### src/rtl/mmio_fabric.sv
// mmio_fabric: registered CPU-to-peripheral bus with per-device address windows,
// window-offset translation, ack handshake with wait states and a bus-error timeout.

// Per-device window decoder. It reports a hit and the offset of the address
// inside the window.
module mmio_win_dec #(
  parameter logic [15:0] BASE = 16'h0000,
  parameter logic [4:0]  SZ   = 5'd16
) (
  input  logic [15:0] addr,
  output logic        hit,
  output logic [15:0] off
);
  // A size of 16 shifts everything out, so the whole space matches.
  localparam logic [15:0] BASE_HI = BASE >> SZ;
  localparam logic [15:0] MASK    = 16'((17'd1 << SZ) - 17'd1);

  assign hit = (addr >> SZ) == BASE_HI;
  assign off = addr & MASK;
endmodule

module mmio_fabric #(
  parameter int NUM_DEV = 4,
  // Device i sits in bits [16i+15:16i]. The list is written highest index first,
  // so device 0 is at 0x0000, device 1 at 0x8000, device 2 at 0xC000 and
  // device 3 at 0xD000.
  parameter logic [NUM_DEV*16-1:0] DEV_BASE      = {16'hD000, 16'hC000, 16'h8000, 16'h0000},
  parameter logic [NUM_DEV*5-1:0]  DEV_SIZE_LOG2 = {5'd4, 5'd4, 5'd14, 5'd15},
  parameter int TIMEOUT = 16,
  parameter logic [7:0] ERR_DATA = 8'hFF
) (
  input  logic                 clk,
  input  logic                 reset,
  input  logic [15:0]          cpu_addr,
  input  logic                 cpu_rd,
  input  logic                 cpu_wr,
  input  logic [7:0]           cpu_wdata,
  output logic [7:0]           cpu_rdata,
  output logic                 cpu_ready,
  output logic                 cpu_err,
  output logic                 cpu_busy,
  output logic [NUM_DEV-1:0]   dev_sel,
  output logic [15:0]          dev_addr,
  output logic                 dev_rd,
  output logic                 dev_wr,
  output logic [7:0]           dev_wdata,
  input  logic [NUM_DEV*8-1:0] dev_rdata,
  input  logic [NUM_DEV-1:0]   dev_ack
);
  typedef enum logic [1:0] {IDLE, ACCESS, RESP} state_t;

  localparam logic [7:0] TO8 = 8'(TIMEOUT);

  state_t                     state;
  logic [7:0]                 cnt;
  logic [7:0]                 cnt_nxt;
  logic                       is_rd;
  logic [NUM_DEV-1:0]         hit;
  logic [NUM_DEV-1:0][15:0]   off;
  logic [NUM_DEV-1:0]         hit_pri;
  logic                       any_hit;
  logic [15:0]                off_sel;
  logic                       sel_ack;
  logic [7:0]                 sel_rdata;

  for (genvar g = 0; g < NUM_DEV; g++) begin : g_dec
    mmio_win_dec #(
      .BASE (DEV_BASE[16*g +: 16]),
      .SZ   (DEV_SIZE_LOG2[5*g +: 5])
    ) u_dec (
      .addr (cpu_addr),
      .hit  (hit[g]),
      .off  (off[g])
    );
  end

  // Overlapping windows: the lowest device index takes the access.
  always_comb begin
    hit_pri = '0;
    any_hit = 1'b0;
    off_sel = '0;
    for (int i = 0; i < NUM_DEV; i++) begin
      if (hit[i] && !any_hit) begin
        hit_pri[i] = 1'b1;
        off_sel    = off[i];
        any_hit    = 1'b1;
      end
    end
  end

  // Only the selected device's ack and read data are looked at.
  always_comb begin
    sel_ack   = 1'b0;
    sel_rdata = '0;
    for (int i = 0; i < NUM_DEV; i++) begin
      if (dev_sel[i]) begin
        sel_ack   = dev_ack[i];
        sel_rdata = dev_rdata[8*i +: 8];
      end
    end
  end

  // Saturating wait counter; it never wraps back to zero.
  assign cnt_nxt = (cnt == 8'hFF) ? cnt : cnt + 8'd1;

  // Transaction FSM with registered bus outputs.
  always_ff @(posedge clk or posedge reset) begin
    if (reset) begin
      state     <= IDLE;
      cnt       <= '0;
      is_rd     <= 1'b0;
      cpu_rdata <= '0;
      cpu_ready <= 1'b0;
      cpu_err   <= 1'b0;
      cpu_busy  <= 1'b0;
      dev_sel   <= '0;
      dev_addr  <= '0;
      dev_rd    <= 1'b0;
      dev_wr    <= 1'b0;
      dev_wdata <= '0;
    end else begin
      cpu_ready <= 1'b0;
      cpu_err   <= 1'b0;
      case (state)
        IDLE: begin
          if (cpu_rd || cpu_wr) begin
            cpu_busy  <= 1'b1;
            is_rd     <= cpu_rd;
            dev_addr  <= off_sel;
            dev_wdata <= cpu_wdata;
            cnt       <= '0;
            // A miss or a simultaneous read+write never reaches a device.
            // The simultaneous case is answered like an errored read.
            if ((cpu_rd && cpu_wr) || !any_hit) begin
              state     <= RESP;
              cpu_ready <= 1'b1;
              cpu_err   <= 1'b1;
              if (cpu_rd) cpu_rdata <= ERR_DATA;
            end else begin
              state   <= ACCESS;
              dev_sel <= hit_pri;
              dev_rd  <= cpu_rd;
              dev_wr  <= cpu_wr;
            end
          end
        end
        ACCESS: begin
          cnt <= cnt_nxt;
          // An ack wins over a timeout that expires in the same cycle.
          if (sel_ack || cnt_nxt >= TO8) begin
            state     <= RESP;
            dev_sel   <= '0;
            dev_rd    <= 1'b0;
            dev_wr    <= 1'b0;
            cpu_ready <= 1'b1;
            cpu_err   <= !sel_ack;
            if (is_rd) cpu_rdata <= sel_ack ? sel_rdata : ERR_DATA;
          end
        end
        RESP: begin
          state    <= IDLE;
          cpu_busy <= 1'b0;
        end
        default: state <= IDLE;
      endcase
    end
  end
endmodule

### config.mk
export PLATFORM = sky130hd
export DESIGN_NAME = mmio_fabric
export DESIGN_NICKNAME = d
export VERILOG_FILES = /design/src/rtl/mmio_fabric.sv
export SDC_FILE = /design/constraint.sdc
export NUM_CORES = 1
export LEC_CHECK = 0
export ABC_AREA = 1
export BUFFER_PORTS_ARGS = -buffer_cell sky130_fd_sc_hd__buf_4
export CAP_MARGIN = 10
export CELL_PAD_IN_SITES_DETAIL_PLACEMENT = 0
export CELL_PAD_IN_SITES_GLOBAL_PLACEMENT = 1
export CORE_MARGIN = 1
export CORE_UTILIZATION = 37
export CTS_CLUSTER_DIAMETER = 30
export DETAILED_ROUTE_END_ITERATION = 8
export GPL_ROUTABILITY_DRIVEN = 0
export PLACE_DENSITY_LB_ADDON = 0.1
export SLEW_MARGIN = 20
export SYNTH_ARGS = -nofsm -noshare
export SYNTH_HDL_FRONTEND = slang
export SYNTH_SLANG_ARGS = --single-unit
### constraint.sdc
create_clock -name clk -period 4.5 [get_ports clk]
set_input_delay 0.45 -clock clk [delete_from_list [all_inputs] [get_ports clk]]
set_output_delay 0.45 -clock clk [all_outputs]
set_load 0.02 [all_outputs]
After elaboration in Yosys (flattened, before gate mapping). Cells that the tools add are included.

Register bits: 52. Input bits: 64. Output and inout port bits: 41. Word-level logic and storage cells: 100.

Add/subtract/negate cells: 1. Magnitude comparators: 1. Equality and inequality tests: 12. Muxes and demuxes: 52. Reduce and logical (&&, ||, !) cells: 22.

Operator list (number): $mux 8 (12); $mux 16 (3); $pmux 8 s2 (2); $eq 12x12->1 const B (2); $mux 1 (21); $logic_not 16->1 (1); $mux 15 (1); $mux 4 (3); $ne 2x2->1 const B (6); $pmux 1 s2 (5); $add 8x1->8 const B (1); $eq 8x8->1 const B (1); $ge 8x5->1 const B (1); $pmux 4 s2 (1); $reduce_and 2->1 (4); $mux 2 (3); $reduce_and 6->1 (1); $logic_not 1->1 (5); $eq 2x2->1 const B (2); $logic_and 1x1->1 (4); $pmux 2 s2 (1); $reduce_and 4->1 (1); $reduce_bool 2->1 (2); $logic_or 1x1->1 (3); other kinds (2) (2).

Logic depth before layout (Yosys ltp). Gate-level depths: netlist of the first run.

Word-level depth: 16. Depth in mapped cells: 12.

By module. A second synthesis of the first run with hierarchy kept.

Cell total of the unflattened synthesis: 534. Area total of the unflattened synthesis: 3751.1 um^2.

Modules (own cells, without submodules): mmio_fabric (times used 1, cells each 428, area an instance 3103.0 um^2, sequential area each 1301.2 um^2); mmio_win_dec at g_dec[2].u_dec (times used 1, cells each 35, area an instance 195.2 um^2, sequential area each 0.0 um^2); mmio_win_dec at g_dec[3].u_dec (times used 1, cells each 34, area an instance 191.4 um^2, sequential area each 0.0 um^2); mmio_win_dec at g_dec[1].u_dec (times used 1, cells each 19, area an instance 133.9 um^2, sequential area each 0.0 um^2); mmio_win_dec at g_dec[0].u_dec (times used 1, cells each 18, area an instance 127.6 um^2, sequential area each 0.0 um^2).

Worst setup path before layout of the first run. OpenSTA, ideal clock, no wires.

Path type: register to register. Start point: reg dev_sel[0]. End point: reg cpu_rdata[4]. Setup time: 120 ps. Arrival: 1572 ps. Data required time: 4380 ps. Path slack: 2808 ps. Cell stages (with the launch flop): 12. Cells stage by stage: dfrtp_1 inv_1 nor2_2 nand2_1 and2_1 o21ai_2 nor2_2 nand2_4 nand2_8 buf_12 nand2_2 o21ai_2.

Word-level cells in the longest chain between the ends: 8. Elaborated cells between the ends (all ways): 15. Classes of those cells: 1 x eq/ne; 12 x mux; 2 x reduce/logical.

Ends and longest elaborated chain: from (decl) (RTL line 42) `output logic [NUM_DEV-1:0] dev_sel,`; from (signal assigned) (RTL line 141) `dev_sel <= hit_pri;`; $mux 8 or $mux 1 (tied branches) (4 in series) (RTL line 96) `if (dev_sel[i]) begin`; $mux 8 (2 in series) (RTL line 157) `if (is_rd) cpu_rdata <= sel_ack ? sel_rdata : ERR_DATA;`; $mux 8 (RTL line 150) `if (sel_ack || cnt_nxt >= TO8) begin`; $pmux 8 s2 (RTL line 124) `case (state)`; to (signal assigned) (RTL line 157); to (decl) (RTL line 38) `output logic [7:0] cpu_rdata,`.

Parallel ways exist; a longest one is shown, timed or not. The select of a mux whose other input is x is not followed. A chain may end at the register's enable or synchronous reset.

Worst setup path after layout of the first run.
Start point: reg dev_sel[1]. End point: reg cpu_rdata[0].

Word-level cells in the longest chain between the ends: 7. Elaborated cells between the ends (all ways): 13. Classes of those cells: 1 x eq/ne; 10 x mux; 2 x reduce/logical.

Ends and longest elaborated chain (RTL line): $mux 8 or $mux 1 (tied branches) (3 in series) (96); $mux 8 (2 in series) (157); $mux 8 (150); $pmux 8 s2 (124).

Parallel ways exist; a longest one is shown, timed or not. The select of a mux whose other input is x is not followed.

==> impl_metrics.prom, run 1 <==
# TYPE chip_impl_metric gauge
chip_impl_metric{name="timing.critical_path.arrival",unit="ns"} 2.20
chip_impl_metric{name="yosys_warnings",unit=""} 0
chip_impl_metric{name="worstPathRequired",unit="ns"} 4.70
chip_impl_info{name="largest_cells_by_area_after_synthesis",value="dfrtp_1 (47%), nand2_1 (17%), nor2_1 (5.2%), o21ai_0 (4.4%), o21ai_2 (2.9%)"} 1
chip_impl_metric{name="num_rows",unit=""} 30
chip_impl_metric{name="final_area",unit="um^2"} 3680
chip_impl_metric{name="route.detailed.wl_per_inst",unit="um"} 12.7
chip_impl_metric{name="post_synth_instance_area",unit="um^2"} 2720
chip_impl_metric{name="use_met1",unit="%"} 24.4
chip_impl_metric{name="cts_inserted_buffers",unit=""} 5
chip_impl_metric{name="postCtsSetupRepairBufs",unit=""} 0
chip_impl_metric{name="share_of_the_synthesized_area_in_compound_gates_ao_oa_aoi_oai",unit="%"} 14.0
chip_impl_metric{name="synth.yosys.seq_area_share",unit="%"} 46.9
chip_impl_metric{name="synth-seq-cells",unit=""} 51
chip_impl_info{name="worst_setup_path_start_kind",value="flop"} 1
chip_impl_metric{name="ant_nets",unit=""} 0
chip_impl_metric{name="grt.met3_usage",unit="%"} 4.81
chip_impl_info{name="globalRoute.busiestLayer",value="met2"} 1
chip_impl_metric{name="drc",unit=""} 0
chip_impl_metric{name="area.growth.synth_to_final",unit="%"} 35.2
chip_impl_metric{name="antenna_found_initial",unit=""} 0
chip_impl_metric{name="timing.critical_path.fanout_max",unit=""} 12
chip_impl_metric{name="dieWidth",unit="um"} 87.8
chip_impl_metric{name="dieHeight",unit="um"} 87.8
chip_impl_metric{name="clk_path_buf_depth",unit=""} 2
chip_impl_metric{name="core_region_area",unit="um^2"} 6940
chip_impl_info{name="setup.worst_path.class",value="reg -> reg"} 1
chip_impl_metric{name="worst_slew_margin_rel",unit="%"} 41.5
chip_impl_metric{name="fin_setup_tns",unit="ns"} 0
chip_impl_metric{name="clock.fmax",unit="MHz"} 501
chip_impl_metric{name="tritoncts_num_sinks",unit=""} 51
chip_impl_info{name="synth_ff_type",value="dfrtp_1"} 1
chip_impl_metric{name="worstMarginPinSlew",unit="ns"} 0.877
chip_impl_metric{name="io_buffer_count",unit=""} 103
chip_impl_metric{name="grt_pass1_wl",unit="um"} 11000
chip_impl_metric{name="finalWorstPathRequiredPeriod",unit="ns"} 1.99
chip_impl_metric{name="final.setup_skew",unit="ns"} 0.00693
chip_impl_metric{name="antenna-diode-count",unit=""} 0
chip_impl_metric{name="power_density",unit="nW/um^2"} 613
chip_impl_metric{name="post_synth_fa_ha_maj_area_fraction",unit="%"} 0.460
chip_impl_metric{name="initial_utilization",unit="%"} 39.2
chip_impl_metric{name="netlist_instances",unit=""} 344
chip_impl_metric{name="synthDominantCellAreaShare",unit="%"} 46.9
chip_impl_metric{name="floorplan.die_area",unit="um^2"} 7700
chip_impl_info{name="outcome",value="complete, no violations"} 1
chip_impl_metric{name="first_global_vias",unit=""} 2391
chip_impl_metric{name="top_level_ports",unit=""} 105
chip_impl_metric{name="final-hold-violation-count",unit=""} 0
chip_impl_metric{name="routed_via_density",unit=""} 4.73
chip_impl_info{name="synth_top_family_by_area",value="simple AND/OR/NAND/NOR gates"} 1
chip_impl_metric{name="maximum_vdd_drop",unit="mV"} 0.285
chip_impl_metric{name="post_synth_num_cell_types",unit=""} 36
chip_impl_info{name="cts_tree",value="built"} 1
chip_impl_metric{name="track_usage",unit="%"} 18.2
chip_impl_metric{name="route.vias.total",unit=""} 2553
chip_impl_metric{name="layout.nets",unit=""} 508
chip_impl_metric{name="cts_resized",unit=""} 0
chip_impl_metric{name="wl",unit="um"} 6880
chip_impl_info{name="cts_root_buf",value="clkbuf_8"} 1
chip_impl_metric{name="ctsHtreeMaxLevel",unit=""} 2
chip_impl_metric{name="grt_max_degree",unit=""} 52
chip_impl_metric{name="maxCapViolCount",unit=""} 0
chip_impl_metric{name="final_layout_size_suffix_gt1_share",unit="%"} 32.0
chip_impl_info{name="synthDominantAreaCellType",value="dfrtp_1"} 1
chip_impl_metric{name="average_cell_area_after_synthesis",unit="um^2"} 7.91
chip_impl_metric{name="synthesis.nets",unit=""} 409
chip_impl_metric{name="setup_violations",unit=""} 0
chip_impl_metric{name="timing.final.max_slew_violations",unit=""} 0
chip_impl_metric{name="synth-edff-count",unit=""} 0
chip_impl_metric{name="yosys-mux-area-fraction",unit="%"} 0.736
chip_impl_info{name="setup.worst_path.end_class",value="flop"} 1
chip_impl_info{name="hold_path_class",value="in -> async"} 1
chip_impl_metric{name="synthSimpleGateAreaFrac",unit="%"} 32.6
chip_impl_metric{name="ys_async_sr_fraction",unit="%"} 100
chip_impl_info{name="rsz0062_at_grt",value="no"} 1
chip_impl_metric{name="grt.overflow.total",unit=""} 0
chip_impl_metric{name="clk-insertion-delay-late",unit="ns"} 0.30
chip_impl_metric{name="yosys.area_share.xor_xnor",unit="%"} 0
chip_impl_metric{name="final.period_utilization",unit="%"} 44.3
chip_impl_metric{name="p_leak",unit="nW"} 1.92
chip_impl_metric{name="detailed_place_hpwl",unit="um"} 5160
chip_impl_metric{name="postCtsHoldBufs",unit=""} 0
chip_impl_metric{name="gr_met2_demand_resource",unit="%"} 29.6
chip_impl_metric{name="post_dp_cell_area",unit="um^2"} 3560
chip_impl_metric{name="initialDrtViolationCount",unit=""} 93
chip_impl_metric{name="path_clk_slew",unit="ns"} 0.10
chip_impl_metric{name="detail_route.first_pass.iterations",unit=""} 4
-- worst paths after layout --
kind / from / to / slack [ns] / cells past startpoint
max: dev_sel[1] / cpu_rdata[0] / 2.51 / 7
min: reset / dev_addr[10] / 0.29 / 2
max reg2reg: dev_sel[1] / cpu_rdata[0] / 2.51 / 7
min reg2reg: dev_wr / dev_wr / 0.48 / 2
max in group asynchronous: reset / cpu_rdata[4] / 3.67 / 2
min in group clk: cpu_wdata[0] / dev_wdata[0] / 0.33 / 3
-- per-layer routing --
metal	wire length, um	share of wire, %
met1	3150	46
met4	38	0.55
met3	437	6.3
met2	3260	47
met5	0	0
-- registers in the layout, indices dropped and copies added (netlist names) --
register,count
dev_sel,4
cnt,8
state,2
dev_wdata,8
dev_wr,1
dev_rd,1
is_rd,1
cpu_rdata,8
cpu_ready,1
cpu_err,1
dev_addr,15
cpu_busy,1
-- critical path: stages (launching register included) --
cell	delay, ns
dfrtp_1	0.54
nor2_2	0.40
nand2_1	0.08
and2_1	0.16
o21ai_2	0.17
nand2_1	0.25
nor2_1	0.22
o21ai_2	0.07
-- per-stage QoR --
step	worst slack [ns]	std cells	total power [mW]	util, %	hold WS, ns
2_1_floorplan	2.81	344	1.53	-	0.502
5_1_grt	2.32	540	2.43	53.0	0.314
6_report	2.51	540	2.26	53.0	0.287
3_3_place_gp	2.51	532	1.93	51.2	0.461
3_5_place_dp	2.43	532	1.94	51.2	0.464
4_1_cts	2.49	540	2.29	53.0	0.321
-- area by class of cell --
cell class / count / area (um^2)
fillers: 708 / 3260
multi-input cells: 262 / 1310
flip-flops and latches: 51 / 1280
repair buffers: 104 / 781
well taps: 96 / 120
clock buffers: 6 / 82.6
inverters: 19 / 72.6
clock inverters: 2 / 38.8
-- logic make-up after synthesis --
kind of cell / after synthesis
simple gates: 198
compound gates: 60
flops: 51
buf+inv: 31
mux: 2
fa+ha+maj: 1
other cells: 1
-- Yosys cell counts, drive strengths merged, types with 3 or more instances --
| library cell | n |
|---|---|
| a21oi | 11 |
| a22o | 7 |
| buf | 5 |
| clkbuf | 7 |
| dfrtp | 51 |
| inv | 19 |
| nand2 | 132 |
| nand3 | 15 |
| nand4 | 4 |
| nor2 | 42 |
| o21ai | 34 |
| o22ai | 3 |
-- power breakdown --
group / switching (mW) / internal, mW
logic: 0.697 / 0.451
registers: 0.123 / 0.646
clock network: 0.158 / 0.183
total: 0.977 / 1.28
-- cells in the final DEF (no fill, tap or decap), types with 7 or more instances in the layout --
cell and count:
dfrtp_1 51, o21ai_0 23, buf_4 104, nand2_1 125, nor2_1 38, inv_1 16, a21oi_1 11, o21ai_2 10
nand3_1 10, a22o_1 7
No activity file was read; power rests on OpenSTA's default activity.
==> run 2, diff against run 1 <==
CORE_UTILIZATION = 31   (was 37)
clock period = 1.7 ns   (was 4.5 ns; I/O delays follow)
==> run 2 against run 1 <==
Fmax rose by 21%. First-iteration DRC count rose by 3.2%. Worst hold slack got worse by 0.24 ns. Count of clock-buffer cells in the layout fell by 1. Cell area rose by 6.2%. Die area rose by 19%. Flip-flop and latch count did not move. Routed wire length rose by 7.7%.
==> impl_metrics.prom, run 2 (synthesis results as in run 1) <==
# TYPE chip_impl_metric gauge
chip_impl_info{name="outcome",value="complete, no violations"} 1
chip_impl_info{name="layout_commonest_cell",value="nand2_1"} 1
chip_impl_metric{name="power.internal",unit="mW"} 3.55
chip_impl_metric{name="path_clk_slew",unit="ns"} 0.10
chip_impl_metric{name="io_buffer_count",unit=""} 103
chip_impl_metric{name="grt_max_degree",unit=""} 32
chip_impl_metric{name="final.setup.worst_slack",unit="ns"} 0.0473
chip_impl_metric{name="clk-insertion-delay-late",unit="ns"} 0.31
chip_impl_metric{name="area.growth.synth_to_final",unit="%"} 43.5
chip_impl_metric{name="antenna-diode-count",unit=""} 0
chip_impl_metric{name="initialDrtViolationCount",unit=""} 96
chip_impl_metric{name="route.detailed.wl_per_inst",unit="um"} 13.1
chip_impl_metric{name="worstPathRequired",unit="ns"} 1.94
chip_impl_metric{name="critical-path-max-stage-delay",unit="ns"} 0.42
chip_impl_metric{name="route.vias.total",unit=""} 2611
chip_impl_metric{name="power_density",unit="nW/um^2"} 1620
chip_impl_metric{name="share_of_total_power_in_combinational_logic",unit="%"} 54.3
chip_impl_metric{name="core_region_area",unit="um^2"} 8340
chip_impl_metric{name="top_level_ports",unit=""} 105
chip_impl_metric{name="first_global_vias",unit=""} 2443
chip_impl_metric{name="p_leak",unit="nW"} 2.01
chip_impl_metric{name="grt.overflow.total",unit=""} 0
chip_impl_metric{name="fin_setup_tns",unit="ns"} 0
chip_impl_metric{name="share_seq_of_total_power",unit="%"} 32.0
chip_impl_metric{name="num_rows",unit=""} 33
chip_impl_metric{name="ant_nets",unit=""} 0
chip_impl_metric{name="antenna_found_initial",unit=""} 0
chip_impl_metric{name="post-route-util",unit="%"} 46.8
chip_impl_info{name="regMostFlops",value="dev_addr"} 1
chip_impl_metric{name="dieWidth",unit="um"} 95.7
chip_impl_metric{name="maximum_vdd_drop",unit="mV"} 0.693
chip_impl_metric{name="final.setup_skew",unit="ns"} 0.00376
chip_impl_info{name="cts_tree",value="built"} 1
chip_impl_metric{name="stdcell_count",unit=""} 566
chip_impl_info{name="layout_common_cells",value="nand2_1 (119), buf_4 (118), dfrtp_1 (50), nor2_1 (36), o21ai_0 (22)"} 1
chip_impl_metric{name="drc",unit=""} 0
chip_impl_metric{name="power.net_switching",unit="mW"} 2.78
chip_impl_metric{name="track_usage",unit="%"} 16.6
chip_impl_metric{name="clk_path_buf_depth",unit=""} 2
chip_impl_metric{name="pwr-share-clk",unit="%"} 13.7
chip_impl_info{name="setup.worst_path.end_class",value="flop"} 1
chip_impl_metric{name="hold_ws",unit="ns"} 0.0493
chip_impl_metric{name="cts_inserted_buffers",unit=""} 5
chip_impl_metric{name="timing.critical_path.fanout_max",unit=""} 8
chip_impl_info{name="worst_setup_path_start_kind",value="flop"} 1
chip_impl_metric{name="worst_slack_at_placement",unit="ns"} -0.000756
chip_impl_metric{name="final.period_utilization",unit="%"} 97.2
chip_impl_metric{name="clock.fmax",unit="MHz"} 605
chip_impl_metric{name="final_area",unit="um^2"} 3910
chip_impl_metric{name="detail_route.first_pass.iterations",unit=""} 4
chip_impl_metric{name="p_sw_share",unit="%"} 43.9
chip_impl_metric{name="grt_pass1_wl",unit="um"} 11700
chip_impl_info{name="setup.worst_path.class",value="reg -> reg"} 1
chip_impl_metric{name="wl",unit="um"} 7410
chip_impl_info{name="cts_root_buf",value="clkbuf_8"} 1
chip_impl_metric{name="dp.cells",unit=""} 554
chip_impl_metric{name="setup_violations",unit=""} 0
chip_impl_info{name="worstPathCellList",value="ha_4, nand3_4, nor2_4, nand2_2, nand2_2, nand3_4, nor2_8, nand2_8, nand2_8, nand2_1, o21ai_2"} 1
chip_impl_metric{name="power",unit="mW"} 6.34
chip_impl_metric{name="largest_reg_flops",unit=""} 15
chip_impl_metric{name="timing.final.max_slew_violations",unit=""} 0
chip_impl_metric{name="post_dp_cell_area",unit="um^2"} 3680
chip_impl_metric{name="dieHeight",unit="um"} 95.7
chip_impl_info{name="rsz0062_at_grt",value="yes"} 1
chip_impl_metric{name="routed_via_density",unit=""} 4.61
chip_impl_metric{name="ctsHtreeMaxLevel",unit=""} 2
chip_impl_info{name="cpMaxStageDelayCell",value="dfrtp_1"} 1
chip_impl_metric{name="tritoncts_num_sinks",unit=""} 51
chip_impl_metric{name="final_layout_size_suffix_gt1_share",unit="%"} 36.7
chip_impl_metric{name="layout.nets",unit=""} 525
chip_impl_metric{name="final-hold-violation-count",unit=""} 0
chip_impl_metric{name="initial_utilization",unit="%"} 32.6
chip_impl_metric{name="detailed_place_hpwl",unit="um"} 5460
chip_impl_metric{name="maxCapViolCount",unit=""} 0
chip_impl_metric{name="floorplan.die_area",unit="um^2"} 9160
chip_impl_metric{name="timing.critical_path.arrival",unit="ns"} 1.90
chip_impl_metric{name="finalWorstPathRequiredPeriod",unit="ns"} 1.65
chip_impl_info{name="hold_path_class",value="in -> reg"} 1
==> run 2: cell types whose count changed in the layout (fill, tap and decap cells not counted), sizes merged <==
cell and delta:
buf +15, clkbuf -1, clkinv +1, dlygate4sd3 +1, nand2 +1
==> run 2: metal layers <==
metal | vias to the layer above | GRT usage, % | part of all wire (%)
met5 | - | 0 | 0
met4 | 0 | 4.48 | 1.0
met3 | 7 | 3.79 | 5.4
met2 | 69 | 26.3 | 48
met1 | 1190 | 22.8 | 46
li1 | 1345 | - | -
==> run 2: area by class of cell <==
class	count	area [um^2]
Inverter	19	71.3
Tap cell	105	131
Timing Repair Buffer	120	916
Clock inverter	3	43.8
Clock buffer	5	68.8
Fill cell	874	4430
Sequential cell	51	1280
Multi-Input combinational cell	263	1400
==> run 2: power by group through the flow <==
stage | sequential, mW | clock [mW] | combinational [mW]
finish | 2.03 | 0.868 | 3.44
global route | 2.09 | 0.949 | 3.81
CTS | 2.01 | 0.915 | 3.39
detailed placement | 2.02 | 0 | 3.27
global placement | 2.03 | 0 | 3.23
floorplan | 2.51 | 0 | 1.53
==> run 2: worst paths after layout <==
check / from / to / slack (ns) / depth (start not counted)
setup / recovery: cnt[0] / cpu_rdata[3] / 0.05 / 11
hold / removal: cpu_wdata[5] / dev_wdata[5] / 0.05 / 3
setup reg to reg: cnt[0] / cpu_rdata[3] / 0.05 / 11
max in group asynchronous: reset / dev_rd / 0.75 / 4
min in group asynchronous: reset / dev_addr[11] / 0.43 / 3
hold reg to reg: cpu_rdata[2] / cpu_rdata[2] / 0.49 / 2
==> run 2: repair_timing <==
action,4_1_cts,5_1_grt
gates cloned,1,0
hold buffers,1,0
endpoints found under the hold margin,20,0
setup buffers,0,2
pin swaps,1,5
setup endpoints to repair,8,14
gates resized for setup,3,15
==> run 2: critical path: cells and delay by family (launching register included) <==
| family | cells | cell delay, ns |
|---|---|---|
| simple gates | 9 | 0.95 |
| compound gates | 1 | 0.05 |
| flops | 1 | 0.42 |
| fa+ha+maj | 1 | 0.17 |
==> run 3, diff against run 2 <==
CELL_PAD_IN_SITES_DETAIL_PLACEMENT = not set   (was 0)
CELL_PAD_IN_SITES_GLOBAL_PLACEMENT = not set   (was 1)
CORE_UTILIZATION = 40   (was 31)
PLACE_DENSITY = 0.7   (was not set)
PLACE_DENSITY_LB_ADDON = not set   (was 0.1)
==> run 3 against run 2 <==
The flow now finishes with violations (design-rule violations). Register-to-register slack worse by 0.03 ns. Count of clock-buffer cells in the layout increased by 1. Combinational power decreased by 1%. Critical path depth did not move. Die area is 22% lower. Cell count is 5.1% lower. Fmax fell by 1.8%. Clock skew rose by 0.012 ns. Sequential share of layout area rose by 0.34 points. Cell area fell by 1.1%. Clock power is 2.3% higher.
==> impl_metrics.prom, run 3 (synthesis results as in run 1) <==
# TYPE chip_impl_metric gauge
chip_impl_metric{name="final_layout_size_suffix_gt1_share",unit="%"} 35.9
chip_impl_metric{name="setup_violations",unit=""} 0
chip_impl_info{name="timing.rr.start",value="cnt[1]"} 1
chip_impl_metric{name="core_region_area",unit="um^2"} 6460
chip_impl_metric{name="cts_inserted_buffers",unit=""} 5
chip_impl_metric{name="track_usage",unit="%"} 20.0
chip_impl_metric{name="first_global_vias",unit=""} 2480
chip_impl_metric{name="clk_path_buf_depth",unit=""} 2
chip_impl_metric{name="layout.nets",unit=""} 524
chip_impl_metric{name="hold_ws",unit="ns"} 0.0459
chip_impl_metric{name="largest_reg_flops",unit=""} 15
chip_impl_metric{name="final-hold-violation-count",unit=""} 0
chip_impl_metric{name="fillerInstances",unit=""} 585
chip_impl_metric{name="timing.critical_path.arrival",unit="ns"} 1.92
chip_impl_metric{name="grt_pass1_wl",unit="um"} 11500
chip_impl_metric{name="final.period_utilization",unit="%"} 99.0
chip_impl_metric{name="final.setup.worst_slack",unit="ns"} 0.0171
chip_impl_info{name="violations",value="design-rule violations"} 1
chip_impl_metric{name="initial_utilization",unit="%"} 42.1
chip_impl_metric{name="worstPathRequired",unit="ns"} 1.93
chip_impl_metric{name="finalWorstPathRequiredPeriod",unit="ns"} 1.68
chip_impl_info{name="hold_path_class",value="in -> reg"} 1
chip_impl_metric{name="ctsHtreeMaxLevel",unit=""} 2
chip_impl_metric{name="dieHeight",unit="um"} 84.5
chip_impl_metric{name="grt_max_degree",unit=""} 52
chip_impl_metric{name="tritoncts_num_sinks",unit=""} 51
chip_impl_metric{name="ant_nets",unit=""} 0
chip_impl_metric{name="maximum_vdd_drop",unit="mV"} 0.938
chip_impl_info{name="layout_common_cells",value="nand2_1 (119), buf_4 (117), dfrtp_1 (51), nor2_1 (37), o21ai_0 (22)"} 1
chip_impl_metric{name="timing.final.max_slew_violations",unit=""} 0
chip_impl_metric{name="antenna_found_initial",unit=""} 0
chip_impl_metric{name="antenna-diode-count",unit=""} 0
chip_impl_info{name="rsz0062_at_grt",value="yes"} 1
chip_impl_metric{name="final.setup_skew",unit="ns"} 0.0162
chip_impl_metric{name="route.vias.total",unit=""} 2610
chip_impl_info{name="outcome",value="complete, but fails checks"} 1
chip_impl_metric{name="dieWidth",unit="um"} 84.5
chip_impl_info{name="worst_hold_startpoint",value="cpu_wdata[0]"} 1
chip_impl_info{name="cts_tree",value="built"} 1
chip_impl_metric{name="fin_setup_tns",unit="ns"} 0
chip_impl_metric{name="timing.critical_path.fanout_max",unit=""} 8
chip_impl_metric{name="detail_route.first_pass.iterations",unit=""} 6
chip_impl_info{name="setup.worst_path.end_class",value="flop"} 1
chip_impl_metric{name="routed_via_density",unit=""} 4.86
chip_impl_metric{name="route.detailed.wl_per_inst",unit="um"} 12.9
chip_impl_metric{name="wl",unit="um"} 6950
chip_impl_metric{name="power",unit="mW"} 6.33
chip_impl_metric{name="initialDrtViolationCount",unit=""} 135
chip_impl_metric{name="drc",unit=""} 6
chip_impl_metric{name="top_level_ports",unit=""} 105
chip_impl_metric{name="io_buffer_count",unit=""} 103
chip_impl_metric{name="num_rows",unit=""} 29
chip_impl_metric{name="maxCapViolCount",unit=""} 0
chip_impl_info{name="worst_setup_path_start_kind",value="flop"} 1
chip_impl_metric{name="grt.overflow.total",unit=""} 0
chip_impl_info{name="regMostFlops",value="dev_addr"} 1
chip_impl_metric{name="power_density",unit="nW/um^2"} 1640
chip_impl_metric{name="path_clk_slew",unit="ns"} 0.10
chip_impl_metric{name="clock.fmax",unit="MHz"} 594
chip_impl_metric{name="clk-insertion-delay-late",unit="ns"} 0.31
chip_impl_info{name="cts_root_buf",value="clkbuf_8"} 1
chip_impl_metric{name="detailed_place_hpwl",unit="um"} 5170
chip_impl_metric{name="p_leak",unit="nW"} 2.01
chip_impl_info{name="layout_commonest_cell",value="nand2_1"} 1
chip_impl_metric{name="worst_slack_at_placement",unit="ns"} -0.0139
chip_impl_metric{name="post-route-util",unit="%"} 59.8
chip_impl_info{name="setup.worst_path.class",value="reg -> reg"} 1
chip_impl_info{name="worstSetupStartpoint",value="cnt[1]"} 1
chip_impl_metric{name="floorplan.die_area",unit="um^2"} 7140
chip_impl_metric{name="area.growth.synth_to_final",unit="%"} 41.9
## run 3: final timing paths
| check | endpoint | cells after the start | slack, ns |
|---|---|---|---|
| max in group asynchronous | cpu_rdata[7] | 4 | 1.00 |
| hold reg to reg | dev_rd | 2 | 0.48 |
| min in group asynchronous | dev_addr[11] | 4 | 0.44 |
| hold / removal | dev_wdata[0] | 3 | 0.05 |
| setup reg to reg | cpu_rdata[2] | 11 | 0.02 |
| setup / recovery | cpu_rdata[2] | 11 | 0.02 |
## run 3: metrics by stage
stage | instances | area (um^2)
floorplan | 344 | 2720
global placement | 525 | 3640
detailed placement | 525 | 3640
CTS | 535 | 3810
global route | 537 | 3860
finish | 537 | 3860
## run 3: worst max-delay path, cell delays in order (launching register included)
cell and delay [ns]:
dfrtp_1 0.42, ha_4 0.18, nand3_4 0.10, nor2_4 0.16, nand2_2 0.06, nand2_2 0.09
nand3_4 0.10, nor2_8 0.16, nand2_8 0.11, nand2_8 0.12, nand2_1 0.07, o21ai_2 0.05
## run 3: report_power, final
part / internal, mW / total [mW] / switching (mW)
logic: 1.39 / 3.40 / 2.02
clock network: 0.477 / 0.888 / 0.411
registers: 1.71 / 2.03 / 0.324
total: 3.57 / 6.33 / 2.75
## run 3: layer usage
layer | GRT usage (%) | wire [um] | vias to the layer above
met5 | 0 | 0 | -
met4 | 5.39 | 85 | 0
met3 | 5.70 | 423 | 11
met2 | 32.4 | 3390 | 61
met1 | 26.4 | 3050 | 1189
li1 | - | - | 1349
## run 3: repair_timing
item	CTS	global route
resized for setup	5	11
endpoints found under the setup margin	12	15
setup buffers	0	2
hold buffers	1	0
gates cloned	1	0
hold endpoints to repair	51	0
pin swaps	1	5
## run 3: cell type report
type                            count  area [um^2]  area share (%)
Multi-Input combinational cell    263         1390            36.0
Inverter                           19         73.8            1.91
Timing Repair Buffer              119          908            23.5
Sequential cell                    51         1280            33.0
Tap cell                           77         96.3            2.49
Clock buffer                        6         82.6            2.14
Clock inverter                      2         35.0           0.907
